===== config.mk =====
export PLATFORM = sky130hd
export DESIGN_NAME = pit_ctrl
export DESIGN_NICKNAME = d
export VERILOG_FILES = /design/src/rtl/pit_pkg.sv /design/src/rtl/pit_cnt.sv /design/src/rtl/pit_ctrl.sv
export SDC_FILE = /design/constraint.sdc
export NUM_CORES = 1
export LEC_CHECK = 0
export CAP_MARGIN = 30
export CORE_UTILIZATION = 50
export DETAILED_ROUTE_END_ITERATION = 16
export PLACE_DENSITY = 0.78
export SYNTH_ARGS = -nofsm -noshare
export SYNTH_HDL_FRONTEND = slang
export SYNTH_SLANG_ARGS = --single-unit
export TNS_END_PERCENT = 50

===== constraint.sdc =====
create_clock -name clk -period 3.8 [get_ports clk]
set_clock_uncertainty 0.2 [all_clocks]
set_input_delay 0.95 -clock clk [delete_from_list [all_inputs] [get_ports clk]]
set_output_delay 0.95 -clock clk [all_outputs]
set_load 0.05 [all_outputs]

===== src/rtl/pit_pkg.sv =====
// pit_pkg: shared constants and state encoding for the programmable interval timer.
//   PIT_WIDTH   - default width of the prescaler and divider
//   pit_state_e - controller states (IDLE, LOAD, RUN)
package pit_pkg;
  localparam int PIT_WIDTH = 16;
  typedef enum logic [1:0] {
    IDLE = 2'd0,
    LOAD = 2'd1,
    RUN  = 2'd2
  } pit_state_e;
endpackage


===== src/rtl/pit_cnt.sv =====
// pit_cnt: loadable down-counter with asynchronous active-low clear.
//   clk  - system clock
//   resl - asynchronous active-low clear
//   load - load din (takes priority over dec)
//   dec  - decrement by one
//   din  - load value
//   q    - current count
//   zero - high while q == 0
module pit_cnt
  import pit_pkg::*;
#(
  parameter int WIDTH = PIT_WIDTH
) (
  input  logic             clk,
  input  logic             resl,
  input  logic             load,
  input  logic             dec,
  input  logic [WIDTH-1:0] din,
  output logic [WIDTH-1:0] q,
  output logic             zero
);
  always_ff @(posedge clk or negedge resl) begin
    if (!resl) q <= '0;
    else if (load) q <= din;
    else if (dec) q <= q - WIDTH'(1);
  end
  assign zero = (q == '0);
endmodule


===== src/rtl/pit_ctrl.sv =====
// pit_ctrl: programmable interval timer, prescaler chained into divider, tick every (P+1)*(D+1) clocks.
//   clk      - system clock
//   resl     - asynchronous active-low reset
//   pre_wr   - write strobe, captures pre_din as prescaler reload P
//   pre_din  - prescaler reload value
//   div_wr   - write strobe, captures div_din as divider reload D
//   div_din  - divider reload value (0 disables the timer)
//   oneshot  - only with PIT_ONESHOT_EN: stop in IDLE after the next tick
//   pre_q    - current prescaler count
//   div_q    - current divider count
//   running  - high while in RUN
//   tick     - one-clock strobe in the cycle after each period wrap
// Optional build macro: PIT_ONESHOT_EN adds the oneshot input.
module pit_ctrl
  import pit_pkg::*;
#(
  parameter int WIDTH = PIT_WIDTH
) (
  input  logic             clk,
  input  logic             resl,
  input  logic             pre_wr,
  input  logic [WIDTH-1:0] pre_din,
  input  logic             div_wr,
  input  logic [WIDTH-1:0] div_din,
`ifdef PIT_ONESHOT_EN
  input  logic             oneshot,
`endif
  output logic [WIDTH-1:0] pre_q,
  output logic [WIDTH-1:0] div_q,
  output logic             running,
  output logic             tick
);
  logic [WIDTH-1:0] pre_reload, div_reload;
  pit_state_e state, state_nxt;
  logic pre_zero, div_zero, in_run, in_load, wr, wrap, stop;
  assign in_run  = (state == RUN);
  assign in_load = (state == LOAD);
  assign wr      = pre_wr | div_wr;
  assign wrap    = in_run & pre_zero & div_zero;
`ifdef PIT_ONESHOT_EN
  assign stop = wrap & oneshot;
`else
  assign stop = 1'b0;
`endif
  // A write always restarts the period; unknown encodings fall back to IDLE.
  always_comb begin
    state_nxt = wr      ? LOAD :
                in_load ? ((div_reload == '0) ? IDLE : RUN) :
                stop    ? IDLE :
                in_run  ? RUN  : IDLE;
  end
  always_ff @(posedge clk or negedge resl) begin
    if (!resl) begin
      pre_reload <= '0;
      div_reload <= '0;
      state      <= IDLE;
      running    <= 1'b0;
      tick       <= 1'b0;
    end else begin
      if (pre_wr) pre_reload <= pre_din;
      if (div_wr) div_reload <= div_din;
      state   <= state_nxt;
      running <= (state_nxt == RUN);
      tick    <= wrap;
    end
  end
  // The prescaler reloads whenever it expires in RUN; the divider steps only on prescaler expiry.
  pit_cnt #(.WIDTH(WIDTH)) u_pre (
    .clk  (clk),
    .resl (resl),
    .load (in_load | (in_run & pre_zero)),
    .dec  (in_run & ~pre_zero),
    .din  (pre_reload),
    .q    (pre_q),
    .zero (pre_zero)
  );
  pit_cnt #(.WIDTH(WIDTH)) u_div (
    .clk  (clk),
    .resl (resl),
    .load (in_load | wrap),
    .dec  (in_run & pre_zero & ~div_zero),
    .din  (div_reload),
    .q    (div_q),
    .zero (div_zero)
  );
endmodule


==> results.toml <==
[yosys]
yosysMostFrequentCell = "dfrtp_1"
synthCells = 334
synth_top_cells_by_count = "dfrtp_1, mux2_2, nor2_1"
synth_enable_flop_cells = 0
synthArstFlopShare = 1.000
synth_area_leader_cell = "dfrtp_1"
syn-num-nets = 374
seq_area_frac_synth = 0.4873
synth_area_leaders = "dfrtp_1, mux2_2, nor4_1, nor2_1, a21oi_1"
synth_cell_type_count = 54
syn_area_um2 = 3441
synth_seq_cells = 67
yosysTopAreaCellShare = 0.4873
syn_avg_cell_area_um2 = 10.30
ys_warn_count = 0
ys.flop_type = "dfrtp_1"

[status]
violations = "design-rule violations"
status = "finished, violations left"

[finish]
drive_gt1_frac = 0.1561
final_nets = 445
n_antenna_cell = 0
area_growth_pct = 28.36
post-route-util = 0.6800

[route]
num_vias = 2996
drc = 2
wirelength_mm = 8.860
wl_per_cell_um = 18.19
ant_nets = 0
avgViaCountPerCell = 6.152
drt-initial-drc-count = 286
dr.pass1.iters = 10

[sta]
hold_viol = 0
min_period_ns = 3.050
fin_setup_tns_ns = 0
relSlewSlack = 0.4402
rsz0062_at_grt = "no"
finalCritPeriodShare = 0.8027
drv_slew = 0
setup_viol = 0
fmax_ghz = 0.3279
worst_pin_slew_ns = 0.8370

[power_and_ir_drop]
total_power_mw = 2.345
power.density_nw_per_um2 = 531.0
leakage_nw = 1.759
irDropWorstVdd_mv = 0.3022

[setup_path]
rr_worst_depth = 8
path_cells = "inv_1, ha_1, or3b_4, nor4_4, a21oi_1, buf_4, mux2_2, o22a_1"
cp_slowest_cell = "nor4_4"
cp_max_fo = 8
max_stage_delay_ns = 0.50
timing.rr.end = "u_pre.q[2]"
crit_start = "u_pre.q[1]"
end_kind = "flop"
crit_arrival_ns = 3.09
cp.required_ns = 3.84
cp-start-kind = "flop"
r2r_slack_ns = 0.75
worst-setup-path-type = "flop to flop"
rr_startpoint = "u_pre.q[1]"

[clocking]
cts-resized-gates = 0
path_clk_slew_ns = 0.08
cts_hold_buf = 0
htree_levels = 3
cts.sinks = 67
clk_path_buf_depth = 2
root_buffer = "clkbuf_8"
cts_setup_buffers = 0
clock_latency_ns = 0.35
cts_tree = "built"
cts_buffers = 9

[hold_path]
hold_class = "flop to flop"
min_delay_path_depth = 1
min_to = "pre_reload[9]"
min_from = "pre_reload[9]"

[floorplanning]
die_w_um = 84.96
ios = 70
coreArea_um2 = 6495
placementRows = 29
die_area_um2 = 7217
initial_core_util = 0.5298
die_h_um = 84.96

[job]
drv_cap = 0

[place]
io_buffers = 69
place_congestion = 0.8863
hpwlAfterDp_mm = 6.324

[global_route]
antenna_found_initial = 0
grt_pass1_wl_mm = 14.88
grt_max_degree = 68
grt_pass1_vias = 2952
grt_usage = 0.2658
grt-ovfl-total = 0
cell type report:
class | count | area [µm²]
Fill cell | 529 | 2078
Multi-Input combinational cell | 236 | 1647
Tap cell | 77 | 96.34
Clock inverter | 7 | 82.58
Timing Repair Buffer | 75 | 730.7
Clock buffer | 9 | 123.9
Inverter | 16 | 60.06
Sequential cell | 67 | 1677
worst max-delay path by stage:
stage,to,slack (ns),cells after the start
2_1_floorplan,u_div.q[15],0.89,7
3_3_place_gp,u_pre.q[2],0.89,8
3_5_place_dp,u_pre.q[2],0.76,8
4_1_cts,u_pre.q[2],0.76,8
5_1_grt,u_pre.q[2],0.61,8
6_report,u_pre.q[2],0.75,8
worst max-delay path, delay by kind of cell (launching register included):
family / cells / cell delay [ns]
AND/OR/NAND/NOR: 2 / 0.93
multiplexers: 1 / 0.27
flip-flops: 1 / 0.43
AO/OA/AOI/OAI: 2 / 0.52
adder cells (fa/ha/maj): 1 / 0.21
buffers and inverters: 2 / 0.37
where the power goes:
part           leakage, nW  internal [mW]  switching, mW
combinational        0.874          0.298          0.469
sequential           0.786          0.817          0.137
clock               0.0984          0.313          0.312
sequential cells by signal, indices dropped and copies added, names as in the netlist:
register    count
div_reload     16
pre_reload     16
u_div.q        16
u_pre.q        16
running         1
state           1
tick            1
cells in the final DEF, fill, tap and decap left out, types with 3 or more instances in the layout:
cell             instances
xnor2_1                  5
and3_1                   3
o21ai_0                 12
or2_2                    4
or4_1                    5
nand2_1                 19
buf_4                    6
nand4_1                  5
dfrtp_1                 67
mux2_2                  31
o22a_1                   3
a21oi_1                 21
nor2_1                  29
o41ai_1                  3
nand3_1                  6
clkdlybuf4s50_1         68
a211oi_1                 3
nor4_1                  19
inv_1                   15
a211o_1                  3
nor3_1                  13
ha_1                     4
clkbuf_8                 9
mux2i_1                  4
o311ai_0                 4
nor3b_1                  3
stage by stage:
stage               area [µm²]  setup WS, ns  cells  hold WS (ns)
floorplan                 3441        0.8884    334        0.2722
global placement          4210        0.8923    471        0.3001
detailed placement        4210        0.7642    471        0.2987
CTS                       4417        0.7618    487        0.3225
global route              4417        0.6081    487        0.3356
finish                    4417        0.7499    487        0.3145
metal layers:
layer / global-route usage / vias up / wire [µm]
li1: - / 1402 / -
met4: 0.09091 / 0 / 165
met2: 0.4113 / 129 / 4199
met5: 0 / - / 0
met1: 0.3645 / 1445 / 3905
met3: 0.07004 / 20 / 590
cells by family after synthesis:
kind of cell,count (synthesis),synth area share
AND/OR/NAND/NOR,117,0.1858
AO/OA/AOI/OAI,74,0.1498
flip-flops,67,0.4873
multiplexers,35,0.1131
buffers and inverters,31,0.03418
XOR/XNOR,6,0.01527
adder cells (fa/ha/maj),4,0.01455
Note: power is estimated with default switching activity, not from simulation.
